[config.mk]
export PLATFORM = sky130hd
export DESIGN_NAME = if_fetch_unit
export DESIGN_NICKNAME = d
export VERILOG_FILES = /design/src/rtl/rv32_pipe_pkg.sv /design/src/rtl/fetch_fifo.sv /design/src/rtl/if_fetch_unit.sv
export SDC_FILE = /design/constraint.sdc
export NUM_CORES = 1
export LEC_CHECK = 0
export CAP_MARGIN = 20
export CORE_UTILIZATION = 50
export CTS_BUF_LIST = sky130_fd_sc_hd__clkbuf_8
export DETAILED_ROUTE_END_ITERATION = 12
export PLACE_DENSITY = 0.75
export SLEW_MARGIN = 40
export SYNTH_ARGS = -nofsm -noshare
export SYNTH_HDL_FRONTEND = slang
export SYNTH_SLANG_ARGS = --single-unit
[constraint.sdc]
create_clock -name clock -period 8.39 [get_ports clock]
set_input_delay 1.678 -clock clock [delete_from_list [all_inputs] [get_ports clock]]
set_output_delay 1.678 -clock clock [all_outputs]
set_load 0.01 [all_outputs]
[src/rtl/rv32_pipe_pkg.sv]
// Shared definitions for the RV32 pipeline front end.
//   XLEN          : datapath width
//   NOP_INST_VAL  : instruction word shown when the fetch buffer is empty (addi x0,x0,0)
//   RESET_PC_DEF  : default first fetch address after reset
//   fetch_state_t : fetch sequencer states
package rv32_pipe_pkg;

   localparam int XLEN = 32;

   localparam logic [XLEN-1:0] NOP_INST_VAL = 32'h0000_0013;
   localparam logic [XLEN-1:0] RESET_PC_DEF = 32'h0000_0000;

   typedef enum logic [1:0] {
      BOOT  = 2'd0,
      FETCH = 2'd1,
      DRAIN = 2'd2
   } fetch_state_t;

endpackage

[src/rtl/fetch_fifo.sv]
// Two-entry synchronous FIFO used for the fetch address queue and the
// instruction buffer.
//   clock, reset_n : clock and asynchronous active-low reset
//   flush          : empty the FIFO (wins over push and pop)
//   push/push_data : write an entry; ignored when full unless a pop frees a slot
//   pop            : drop the head entry; ignored when empty
//   head_data      : current head entry (stale when count is 0)
//   count          : occupancy, 0..2
module fetch_fifo #(
   parameter int WIDTH = 32
) (
   input  logic             clock,
   input  logic             reset_n,
   input  logic             flush,
   input  logic             push,
   input  logic [WIDTH-1:0] push_data,
   input  logic             pop,
   output logic [WIDTH-1:0] head_data,
   output logic [1:0]       count
);

   logic [WIDTH-1:0] mem_q [2];
   logic [WIDTH-1:0] mem_d [2];
   logic             rd_ptr_q, rd_ptr_d;
   logic             wr_ptr_q, wr_ptr_d;
   logic [1:0]       count_q, count_d;
   logic             do_push, do_pop;

   always_comb begin
      do_pop   = pop && (count_q != 2'd0);
      // a full FIFO can still accept a write when the head leaves this cycle
      do_push  = push && ((count_q != 2'd2) || do_pop);
      mem_d    = mem_q;
      rd_ptr_d = rd_ptr_q;
      wr_ptr_d = wr_ptr_q;
      count_d  = count_q;
      if (flush) begin
         rd_ptr_d = 1'b0;
         wr_ptr_d = 1'b0;
         count_d  = 2'd0;
      end else begin
         if (do_push) begin
            mem_d[wr_ptr_q] = push_data;
            wr_ptr_d        = ~wr_ptr_q;
         end
         if (do_pop) begin
            rd_ptr_d = ~rd_ptr_q;
         end
         case ({do_push, do_pop})
            2'b10:   count_d = count_q + 2'd1;
            2'b01:   count_d = count_q - 2'd1;
            default: count_d = count_q;
         endcase
      end
   end

   always_ff @(posedge clock or negedge reset_n) begin
      if (!reset_n) begin
         for (int i = 0; i < 2; i++) begin
            mem_q[i] <= '0;
         end
         rd_ptr_q <= 1'b0;
         wr_ptr_q <= 1'b0;
         count_q  <= 2'd0;
      end else begin
         mem_q    <= mem_d;
         rd_ptr_q <= rd_ptr_d;
         wr_ptr_q <= wr_ptr_d;
         count_q  <= count_d;
      end
   end

   assign head_data = mem_q[rd_ptr_q];
   assign count     = count_q;

endmodule

[src/rtl/if_fetch_unit.sv]
// Instruction fetch unit: issues word fetches to instruction memory, keeps up
// to two requests/entries in flight, and presents the head instruction to the
// IF/ID register. Redirects flush the buffer and discard stale responses.
//   clock, reset_n          : clock and asynchronous active-low reset
//   imem_req/addr/gnt       : request handshake to instruction memory
//   imem_rvalid/rdata       : in-order responses, at least one cycle after grant
//   stall                   : IF/ID holding, head is not consumed
//   redirect_valid/pc       : new fetch target (low two bits ignored)
//   if_pc/if_inst/if_valid  : head of the instruction buffer
//
// state | meaning
// BOOT  | first cycle after reset, no requests
// FETCH | issuing requests while capacity allows
// DRAIN | dropping responses to requests issued before a redirect
module if_fetch_unit
   import rv32_pipe_pkg::*;
#(
   parameter logic [31:0] RESET_PC = RESET_PC_DEF,
   parameter logic [31:0] NOP_INST = NOP_INST_VAL
) (
   input  logic        clock,
   input  logic        reset_n,
   output logic        imem_req,
   output logic [31:0] imem_addr,
   input  logic        imem_gnt,
   input  logic        imem_rvalid,
   input  logic [31:0] imem_rdata,
   input  logic        stall,
   input  logic        redirect_valid,
   input  logic [31:0] redirect_pc,
   output logic [31:0] if_pc,
   output logic [31:0] if_inst,
   output logic        if_valid
);

   fetch_state_t state_q, state_d;
   logic [31:0]  pc_q, pc_d;
   logic [1:0]   outst_q, outst_d;
   logic [1:0]   discard_q, discard_d;

   logic [31:0]  aq_head;
   logic [1:0]   aq_count;
   logic [63:0]  ib_head;
   logic [1:0]   ib_count;

   logic         grant;
   logic         rsp;
   logic         rsp_keep;
   logic         ib_pop;

   // outstanding plus buffered entries never exceeds the buffer depth, so a
   // response always has somewhere to land
   assign imem_req = (state_q == FETCH) && !redirect_valid &&
                     (({1'b0, outst_q} + {1'b0, ib_count}) < 3'd2);
   assign grant    = imem_req && imem_gnt;
   assign rsp      = imem_rvalid && (outst_q != 2'd0);
   assign rsp_keep = rsp && (discard_q == 2'd0) && !redirect_valid && (aq_count != 2'd0);
   assign ib_pop   = (ib_count != 2'd0) && !stall && !redirect_valid;

   always_comb begin
      state_d   = state_q;
      pc_d      = pc_q;
      outst_d   = outst_q;
      discard_d = discard_q;

      case (state_q)
         BOOT:    state_d = FETCH;
         DRAIN:   if (discard_q == 2'd0) state_d = FETCH;
         default: state_d = state_q;
      endcase

      if (grant) begin
         pc_d = pc_q + 32'd4;
      end

      case ({grant, rsp})
         2'b10:   outst_d = outst_q + 2'd1;
         2'b01:   outst_d = outst_q - 2'd1;
         default: outst_d = outst_q;
      endcase

      if (rsp && (discard_q != 2'd0)) begin
         discard_d = discard_q - 2'd1;
      end

      // no grant can coincide with a redirect, so outst_d is exactly what is
      // still in flight after this cycle's response; all of it is now stale
      if (redirect_valid) begin
         pc_d      = {redirect_pc[31:2], 2'b00};
         discard_d = outst_d;
         state_d   = (outst_d != 2'd0) ? DRAIN : FETCH;
      end
   end

   always_ff @(posedge clock or negedge reset_n) begin
      if (!reset_n) begin
         state_q   <= BOOT;
         pc_q      <= RESET_PC;
         outst_q   <= 2'd0;
         discard_q <= 2'd0;
      end else begin
         state_q   <= state_d;
         pc_q      <= pc_d;
         outst_q   <= outst_d;
         discard_q <= discard_d;
      end
   end

   // addresses of non-stale requests, matched in order against responses
   fetch_fifo #(.WIDTH(32)) u_addr_q (
      .clock     (clock),
      .reset_n   (reset_n),
      .flush     (redirect_valid),
      .push      (grant),
      .push_data (pc_q),
      .pop       (rsp_keep),
      .head_data (aq_head),
      .count     (aq_count)
   );

   fetch_fifo #(.WIDTH(64)) u_inst_buf (
      .clock     (clock),
      .reset_n   (reset_n),
      .flush     (redirect_valid),
      .push      (rsp_keep),
      .push_data ({aq_head, imem_rdata}),
      .pop       (ib_pop),
      .head_data (ib_head),
      .count     (ib_count)
   );

   assign imem_addr = pc_q;
   assign if_valid  = (ib_count != 2'd0);
   assign if_pc     = if_valid ? ib_head[63:32] : 32'd0;
   assign if_inst   = if_valid ? ib_head[31:0]  : NOP_INST;

endmodule
==> flow_summary_export.csv, run 1 <==
group,metric,value,unit
global_routing,antenna_found_initial,0,
sta,finalCritPeriodShare,58.1,%
synth,synth.most_common_cell,"dfrtp_1",
critical_path,cp-end-kind,"primary output",
drt,antenna_left,0,
cells_and_area,multi_input_area,0.00456,mm²
clocking,clock_latency,0.52,ns
critical_path,crit_path_max_incr_delay,0.53,ns
critical_path,critical-path-slowest-cell,"clkdlybuf4s50_1",
sta,clock_skew,0.0126,ns
drt,drcViolationCount,0,
synth,synth_area_leaders,"dfrtp_1, mux2_2, mux2i_1",
cells_and_area,drive_gt1_share,15.2,%
critical_path,cp_cell_sequence,"buf_2, buf_4, nor4b_1, and2_1, clkdlybuf4s50_1",
sta,hold_viol_final,0,
power,p_sw,924,µW
sta,tightest_slew,0.822,ns
power,vdd_ir_drop_max,0.133,mV
flow_run,maxCapViolCount,0,
cells_and_area,syn2layout_area_growth,23.7,%
synth,syn_avg_cell_area,11.3,µm²
clocking,cts_sinks,228,
sta,setup_viol,0,
critical_path,crit_fanout,50,
drt,avgViaCountPerCell,5.58,
synth,netlist_instances,937,
clocking,clk_pin_slew,0.06,ns
clocking,postCtsSetupBuffers,0,
hold_path,hp-class,"reg -> reg",
die,core,0.0206,mm²
die,die_w,148,µm
synth,ys_types,60,
critical_path,arrival,3.20,ns
sta,finalSetupTns,0,ns
clocking,clk_path_buf_depth,3,
drt,drtIter0Drc,347,
die,die_y,148,µm
global_routing,grt_max_degree,111,
power,power_density,246,mW/mm²
power,combPwrFrac,20.6,%
synth,yosys-top-cells-count,"dfrtp_1, nor2_1, mux2i_1",
outcome,status,"completed",
die,die_area,0.0218,mm²
global_routing,overflow,0,
power,clockPowerShare,30.1,%
clocking,clock-root-buffer,"clkbuf_8",
clocking,htree_levels,2,
cells_and_area,utilization,63.9,%
critical_path,required,6.71,ns
die,ioPinCount,168,
clocking,cts_tree,"yes",
cells_and_area,nets,1157,
global_routing,grt_usage,23.1,%
global_routing,grt_first_pass_wirelength,39.8,mm
cells_and_area,seq_area,0.00571,mm²
cells_and_area,antenna_cells,0,
synth,synth_edf_count,0,
power,seq_power_share,49.3,%
clocking,cts_resized,0,
synth,synth_top_area_share,53.7,%
power,netSwitchingFraction,28.6,%
synth,synth_seq_cells,228,
synth,synth_top_area_cell,"dfrtp_1",
place,io_buffer_count,161,
cells_and_area,fillCellCount,1651,
critical_path,crit_buf_inv,3,
drt,num_vias,7686,
place,gp_congestion,0.809,
place,dp_hpwl,15.1,mm
sta,relSlewSlack,45.0,%
critical_path,crit_path_start_kind,"primary input",
critical_path,crit_family,"buffers and inverters",
synth,ys_seq_area_share,53.7,%
clocking,cts_buffers,38,
clocking,cts_hold_buf,0,
drt,wl_per_cell,17.8,µm
sta,drv_slew,0,
sta,fmax,205,MHz
sta,period_needed,4.88,ns
drt,detailedRoute.firstPassIterationCount,6,
die,start_util,51.7,%
drt,wirelength,24.6,mm
synth,yosysWarnings,0,
synth,synth-main-ff-cell,"dfrtp_1",
sta,hold_ws,0.475,ns
sta,rsz0062_at_grt,"false",
power,leakage,0.00565,µW
power,p_int,2300,µW
place,post-place-ws,3.42,ns
critical_path,crit_type,"in -> out",
synth,synthesis.area,0.0106,mm²
global_routing,grt_pass1_vias,7679,
sta,worst_slack,3.51,ns
die,row_count,52,
synth,synth-async-reset-ratio,100,%
## worst min-delay path, delay by kind of cell (launching register included)
| family | cells | cell delay (ns) |
|---|---|---|
| AOI/OAI and AO/OA | 1 | 0.06 |
| DFF | 1 | 0.34 |
| and+or+nand+nor | 1 | 0.04 |
## final timing paths
check                                              endpoint  slack, ns                              from  cells after the start
max                                                imem_req       3.51                    redirect_valid                      5
min                        u_inst_buf.mem_q[40]$_DFFE_PN0P_       0.48  u_inst_buf.mem_q[40]$_DFFE_PN0P_                      2
max reg2reg                  u_addr_q.mem_q[34]$_DFFE_PN0P_       4.50   u_inst_buf.count[0]$_DFFE_PN0P_                      9
min reg2reg                u_inst_buf.mem_q[40]$_DFFE_PN0P_       0.48  u_inst_buf.mem_q[40]$_DFFE_PN0P_                      2
max in group asynchronous    u_addr_q.mem_q[31]$_DFFE_PN0P_       5.97                           reset_n                      3
min in group asynchronous  u_inst_buf.mem_q[84]$_DFFE_PN0P_       1.07                           reset_n                      1
## power by group through the flow
stage               registers (µW)  logic, µW  clock network (µW)
floorplan                     1550        474                   0
global placement              1590        642                   0
detailed placement            1610        669                   0
CTS                           1590        673                 994
global route                  1630        744                1040
finish                        1590        666                 970
## kinds of logic (layout without fill, tap and decap cells)
group | count (synthesis) | after routing | synth area share [%]
AOI/OAI and AO/OA | 139 | 139 | 8.14
xor gates and xnor gates | 4 | 4 | 0.330
muxes | 221 | 221 | 22.4
and+or+nand+nor | 260 | 260 | 11.2
adders and majority gates | 4 | 4 | 0.542
buffers and inverters | 80 | 248 | 3.71
other | 1 | 4 | 0.0353
DFF | 228 | 228 | 53.7
## per-layer routing
metal	track usage, %	wire length (µm)	up-vias
li1	-	-	3610
met1	30.6	10800	3797
met2	38.8	12000	237
met4	7.11	484	0
met5	0	0	-
met3	4.17	1320	42
## through the flow
step	std cells	power (µW)	area [µm²]
4_1_cts	1377	3260	13100
2_1_floorplan	940	2030	10600
5_1_grt	1378	3420	13100
3_5_place_dp	1312	2280	12300
3_3_place_gp	1312	2230	12300
6_report	1378	3230	13100
## placed cells by master, fill, tap and decap left out, types with 4 or more instances in the layout
cell type / Yosys / final
conb_1: 1 / 4
mux2_1: 33 / 33
and3_1: 6 / 6
o311ai_0: 8 / 8
nand3_1: 16 / 16
buf_4: 8 / 4
or4_1: 4 / 4
nand2b_1: 5 / 5
o211ai_1: 5 / 5
dfrtp_1: 228 / 226
nand4_1: 12 / 12
inv_1: 12 / 24
nand2_1: 74 / 74
a21oi_1: 39 / 39
mux2i_1: 96 / 96
a221o_1: 10 / 10
buf_6: 7 / 4
and2_1: 6 / 6
nor2_1: 112 / 110
clkbuf_8: 0 / 52
mux2_2: 91 / 91
a31oi_1: 4 / 4
clkdlybuf4s50_1: 0 / 159
nor3_1: 4 / 4
o21ai_0: 53 / 53
## registers in the layout, summed over array words and instances, names as in the netlist
register / count
state_q: 2
u_addr_q.wr_ptr_q: 1
u_inst_buf.rd_ptr_q: 1
u_addr_q.rd_ptr_q: 1
outst_q: 2
discard_q: 2
u_inst_buf.wr_ptr_q: 1
u_addr_q.count: 2
u_addr_q.mem_q: 60
u_inst_buf.count: 2
u_inst_buf.mem_q: 124
imem_addr: 30
## final cells by class
| cell class | count | share of cell area, % |
|---|---|---|
| timing repair buffer | 170 | 13.0 |
| tap | 270 | 2.57 |
| multi-input combinational | 632 | 34.7 |
| clock inverter | 13 | 0.381 |
| clock buffer | 52 | 5.45 |
| inverter | 13 | 0.371 |
| sequential | 228 | 43.5 |
No activity file was read; power rests on OpenSTA's default activity.
==> inputs of run 2 (changes only) <==
--- a/config.mk
+++ b/config.mk
@@ -9,7 +9,7 @@
 export CORE_UTILIZATION = 50
 export CTS_BUF_LIST = sky130_fd_sc_hd__clkbuf_8
 export DETAILED_ROUTE_END_ITERATION = 12
-export PLACE_DENSITY = 0.75
+export PLACE_DENSITY = 0.78
 export SLEW_MARGIN = 40
 export SYNTH_ARGS = -nofsm -noshare
 export SYNTH_HDL_FRONTEND = slang
==> constraint.sdc (replaced) <==
create_clock -name clock -period 4.45 [get_ports clock]
set_input_delay 0.89 -clock clock [delete_from_list [all_inputs] [get_ports clock]]
set_output_delay 0.89 -clock clock [all_outputs]
set_load 0.01 [all_outputs]
==> run 2 against run 1 <==
Against the previous run: sequential share of layout area barely moved; critical path type is now reg -> out; clock skew up 0.019 ns; first-iteration DRC count is 26% higher; setup slack got worse by 2.7 ns; largest cell class unchanged; clock power rose by 75%; clock-buffer cell count down 7.
==> flow_summary_export.csv, run 2 (synthesized netlist as in run 1, its figures left out) <==
group,metric,value,unit
drt,dr.max_layer_used,"met4",
die,ioPinCount,168,
die,die_w,148,µm
critical_path,crit_path_start_kind,"register",
drt,wirelength,24.7,mm
drt,wl_met2,12.1,mm
critical_path,cpMostUsedCell,"and2_1",
die,die_area,0.0218,mm²
die,die_y,148,µm
die,row_count,52,
sta,tightest_slew,0.829,ns
critical_path,crit_fanout,8,
drt,num_vias,7749,
place,gp_congestion,0.807,
clocking,cts_hold_buf,0,
sta,fmax,277,MHz
power,vdd_ir_drop_max,0.223,mV
drt,wl_per_cell,17.8,µm
outcome,status,"completed",
global_routing,grt_pass1_vias,7843,
clocking,cts_sinks,228,
sta,finalSetupTns,0,ns
clocking,clock-root-buffer,"clkbuf_8",
critical_path,crit_path_max_incr_delay,0.53,ns
global_routing,grt_usage,23.5,%
sta,finalCritPeriodShare,81.1,%
critical_path,crit_buf_inv,1,
sta,relSlewSlack,44.5,%
clocking,postCtsSetupBuffers,0,
drt,avgViaCountPerCell,5.60,
critical_path,crit_type,"reg -> out",
cells_and_area,multi_input_area,0.00456,mm²
clocking,cts_tree,"yes",
clocking,clk_pin_slew,0.05,ns
sta,rsz0062_at_grt,"false",
sta,setup_viol,0,
clocking,htree_levels,2,
global_routing,grt_first_pass_wirelength,40.5,mm
drt,detailedRoute.firstPassIterationCount,4,
cells_and_area,fillCellCount,1639,
clocking,clk_path_buf_depth,3,
critical_path,required,3.56,ns
clocking,cts_buffers,39,
critical_path,reg2reg_depth,8,
cells_and_area,regMostFlops,"u_inst_buf.mem_q",
cells_and_area,layout_common_cells,"dfrtp_1, clkdlybuf4s50_1, nor2_1, mux2i_1, mux2_2",
power,leakage,0.00566,µW
cells_and_area,seq_area,0.00571,mm²
hold_path,hp-class,"in -> async",
drt,antenna_left,0,
cells_and_area,utilization,63.9,%
cells_and_area,antenna_cells,0,
global_routing,antenna_found_initial,0,
cells_and_area,fin_cells,1383,
power,power_density,454,mW/mm²
clocking,cts_resized,0,
global_routing,grt_max_degree,85,
drt,wl_met3,1.27,mm
die,start_util,51.7,%
critical_path,cp-end-kind,"primary output",
cells_and_area,drive_gt1_share,15.0,%
sta,drv_slew,0,
drt,drcViolationCount,0,
critical_path,critical-path-slowest-cell,"clkdlybuf4s50_1",
cells_and_area,nets,1165,
critical_path,worstSetupPathDepth,5,
cells_and_area,largest_reg_flops,124,
clocking,clock_latency,0.54,ns
sta,period_needed,3.61,ns
sta,hold_viol_final,0,
place,io_buffer_count,161,
cells_and_area,final_common_cell,"dfrtp_1",
global_routing,overflow,0,
drt,drt-met1-wl,10.9,mm
cells_and_area,syn2layout_area_growth,23.6,%
die,core,0.0206,mm²
place,dp_hpwl,16.0,mm
critical_path,arrival,2.72,ns
drt,drtIter0Drc,438,
critical_path,cp_cell_sequence,"and2_1, fa_1, nor4b_1, and2_1, clkdlybuf4s50_1",
place,dp.cells,1320,
critical_path,crit_family,"simple AND/OR/NAND/NOR gates",
flow_run,maxCapViolCount,0,
sta,clock_skew,0.0313,ns
## run 2: changes by cell type in the layout (fill, tap and decap cells not counted), sizes merged
cell	delta
buf	+7
clkbuf	-7
clkinv	-1
clkinvlp	+1
inv	+5
## run 2: through the flow
| step | cell area [µm²] | hold slack [ns] | total power (µW) | setup WS (ns) |
|---|---|---|---|---|
| 2_1_floorplan | 10600 | 0.450 | 3820 | 1.41 |
| 3_3_place_gp | 12400 | 0.460 | 4210 | 0.874 |
| 3_5_place_dp | 12400 | 0.470 | 4300 | 0.825 |
| 4_1_cts | 13100 | 0.253 | 6020 | 0.798 |
| 5_1_grt | 13100 | 0.278 | 6340 | 0.719 |
| 6_report | 13100 | 0.273 | 5960 | 0.839 |
## run 2: worst register-to-register path, delay by kind of cell (launching register included)
kind | cells | cell delay, ns
adder cells (fa/ha/maj) | 1 | 0.43
buffers and inverters | 1 | 0.09
flip-flops | 1 | 0.47
AND/OR/NAND/NOR | 4 | 1.34
multiplexers | 1 | 0.53
AO/OA/AOI/OAI | 1 | 0.18
## run 2: worst paths after layout
| path | from | to | slack [ns] |
|---|---|---|---|
| setup reg to reg | u_inst_buf.count[0]$_DFFE_PN0P_ | u_addr_q.mem_q[2]$_DFFE_PN0P_ | 1.30 |
| max in group asynchronous | reset_n | u_inst_buf.mem_q[3]$_DFFE_PN0P_ | 3.15 |
| hold reg to reg | u_inst_buf.mem_q[35]$_DFFE_PN0P_ | u_inst_buf.mem_q[35]$_DFFE_PN0P_ | 0.48 |
| hold / removal | reset_n | u_inst_buf.mem_q[17]$_DFFE_PN0P_ | 0.27 |
| setup / recovery | u_inst_buf.count[0]$_DFFE_PN0P_ | imem_req | 0.84 |
| min in group clock | u_inst_buf.mem_q[35]$_DFFE_PN0P_ | u_inst_buf.mem_q[35]$_DFFE_PN0P_ | 0.48 |
## run 2: final cells by class
cell class                 count  area share, %
multi-input combinational    632           34.7
sequential                   228           43.5
clock buffer                  45           4.71
timing repair buffer         177           13.6
tap                          270           2.57
clock inverter                18          0.543
inverter                      13          0.371
## run 2: per-layer routing
metal / vias up / track usage (%)
li1: 3615 / -
met5: - / 0
met4: 0 / 7.01
met2: 217 / 39.3
met3: 32 / 3.86
met1: 3885 / 31.5
## run 2: where the power goes
part / leakage, µW / internal (µW) / switching, µW
Clock: 0.000414 / 907 / 790
Combinational: 0.00222 / 684 / 575
Sequential: 0.00303 / 2630 / 368
==> inputs of run 3 (changes only) <==
--- a/config.mk
+++ b/config.mk
@@ -9,7 +9,7 @@
 export CORE_UTILIZATION = 50
 export CTS_BUF_LIST = sky130_fd_sc_hd__clkbuf_8
 export DETAILED_ROUTE_END_ITERATION = 12
-export PLACE_DENSITY = 0.78
+export PLACE_DENSITY = 0.75
 export SLEW_MARGIN = 40
 export SYNTH_ARGS = -nofsm -noshare
 export SYNTH_HDL_FRONTEND = slang
==> constraint.sdc (replaced) <==
create_clock -name clock -period 3.5 [get_ports clock]
set_input_delay 0.7 -clock clock [delete_from_list [all_inputs] [get_ports clock]]
set_output_delay 0.7 -clock clock [all_outputs]
set_load 0.01 [all_outputs]
==> run 3 against run 2 <==
Against the previous run: setup slack got worse by 0.62 ns; global-route usage decreased by 0.57 points; largest power group unchanged; core utilization increased by 0.54 points; via count decreased by 0.98%; cell area increased by 0.84%.
==> flow_summary_export.csv, run 3 (synthesized netlist as in run 1, its figures left out) <==
group,metric,value,unit
drt,antenna_left,0,
global_routing,overflow,0,
critical_path,crit_type,"reg -> out",
power,clockPowerShare,29.5,%
sta,tightest_slew,0.719,ns
place,place_area,0.0125,mm²
sta,hold_ws,0.170,ns
clocking,clk_pin_slew,0.06,ns
power,seq_power_share,49.6,%
power,total_power,7690,µW
cells_and_area,layout_common_cells,"dfrtp_1, clkdlybuf4s50_1, nor2_1, mux2i_1, mux2_2",
critical_path,cpMostUsedCell,"and2_1",
cells_and_area,nets,1168,
drt,wirelength,24.2,mm
clocking,clock-root-buffer,"clkbuf_8",
flow_run,maxCapViolCount,0,
cells_and_area,drive_gt1_share,15.7,%
global_routing,antenna_found_initial,0,
power,netSwitchingFraction,28.5,%
critical_path,crit_path_max_incr_delay,0.54,ns
clocking,clock_latency,0.51,ns
drt,num_vias,7673,
clocking,cts_tree,"yes",
clocking,htree_levels,2,
global_routing,grt_pass1_vias,7733,
die,die_area,0.0218,mm²
drt,drcViolationCount,0,
sta,setup_viol,0,
power,leakage,0.00571,µW
clocking,cts_buffers,38,
die,row_count,52,
clocking,cts_sinks,228,
die,core,0.0206,mm²
sta,hold_viol_final,0,
sta,rsz0062_at_grt,"false",
place,dp_hpwl,16.1,mm
sta,finalCritPeriodShare,93.9,%
sta,drv_slew,0,
critical_path,required,2.80,ns
sta,clock_skew,0.0117,ns
hold_path,hp-class,"in -> async",
place,io_buffer_count,161,
global_routing,grt_max_degree,93,
die,start_util,51.7,%
sta,fmax,304,MHz
outcome,status,"completed",
global_routing,grt_first_pass_wirelength,39.8,mm
cells_and_area,final_area,0.0132,mm²
critical_path,arrival,2.59,ns
drt,avgViaCountPerCell,5.53,
cells_and_area,regMostFlops,"u_inst_buf.mem_q",
cells_and_area,fillCellCount,1670,
cells_and_area,multi_input_area,0.00456,mm²
die,die_w,148,µm
cells_and_area,largest_reg_flops,124,
place,gp_congestion,0.824,
sta,relSlewSlack,51.9,%
critical_path,cp_cell_sequence,"and2_1, fa_1, nor4b_2, and2_1, clkdlybuf4s50_1",
drt,detailedRoute.firstPassIterationCount,5,
power,power_density,581,mW/mm²
cells_and_area,syn2layout_area_growth,24.7,%
drt,drtIter0Drc,357,
power,p_int,5500,µW
power,vdd_ir_drop_max,0.298,mV
sta,period_needed,3.29,ns
die,ioPinCount,168,
clocking,clk_path_buf_depth,3,
sta,finalSetupTns,0,ns
cells_and_area,antenna_cells,0,
critical_path,crit_path_start_kind,"register",
cells_and_area,seq_area,0.00571,mm²
global_routing,grt_usage,22.9,%
power,combPwrFrac,20.9,%
critical_path,crit_fanout,8,
cells_and_area,final_common_cell,"dfrtp_1",
die,die_y,148,µm
critical_path,cp-end-kind,"primary output",
power,p_sw,2190,µW
critical_path,critical-path-slowest-cell,"clkdlybuf4s50_1",
drt,wl_per_cell,17.4,µm
run 3: cell type report:
type | count | share of cell area, %
Multi-Input combinational cell | 632 | 34.4
Sequential cell | 228 | 43.1
Clock inverter | 17 | 0.718
Inverter | 13 | 0.368
Tap cell | 270 | 2.55
Clock buffer | 47 | 4.88
Timing Repair Buffer | 181 | 14.0
run 3: path summary, 6_finish.rpt:
kind,start,end,slack [ns],cells after the start
worst max-delay path,u_inst_buf.count[0]$_DFFE_PN0P_,imem_req,0.21,5
worst min-delay path,reset_n,u_inst_buf.mem_q[80]$_DFFE_PN0P_,0.17,1
worst max register to register,u_inst_buf.count[0]$_DFFE_PN0P_,imem_addr[9]$_DFFE_PN0N_,0.63,9
worst min register to register,u_inst_buf.mem_q[41]$_DFFE_PN0P_,u_inst_buf.mem_q[41]$_DFFE_PN0P_,0.47,2
max in group asynchronous,reset_n,imem_addr[18]$_DFFE_PN0N_,2.53,2
min in group clock,u_inst_buf.mem_q[41]$_DFFE_PN0P_,u_inst_buf.mem_q[41]$_DFFE_PN0P_,0.47,2
run 3: power groups by stage:
stage	combinational [µW]	sequential, µW	clock, µW
2_1_floorplan	1140	3720	0
3_3_place_gp	1560	3810	0
3_5_place_dp	1620	3850	0
4_1_cts	1630	3810	2330
5_1_grt	1810	3910	2450
6_report	1610	3810	2270
run 3: metal layers:
| layer | vias to the layer above | global-route usage, % | wire length [µm] |
|---|---|---|---|
| met1 | 3777 | 31.6 | 10700 |
| met4 | 0 | 8.76 | 565 |
| li1 | 3629 | - | - |
| met5 | - | 0 | 0 |
| met3 | 46 | 3.86 | 1230 |
| met2 | 221 | 36.5 | 11700 |
run 3: metrics by stage:
step | util [%] | std cells | setup slack [ns]
after floorplan | - | 940 | 0.459
after global placement | 60.8 | 1324 | 0.308
after detailed placement | 60.8 | 1324 | 0.284
after CTS | 64.4 | 1388 | 0.125
after global routing | 64.4 | 1388 | 0.0762
final | 64.4 | 1388 | 0.214
run 3: repair_timing:
item,4_1_cts,5_1_grt
resized for setup,0,1
setup endpoints to repair,0,1
hold buffers,0,0
setup buffers,0,0
run 3: critical path: cells and delay by family, from the launching register on:
| family | cells | cell delay [ns] |
|---|---|---|
| buffers and inverters | 1 | 0.54 |
| AND/OR/NAND/NOR | 3 | 0.62 |
| adder cells (fa/ha/maj) | 1 | 0.45 |
| flip-flops | 1 | 0.47 |
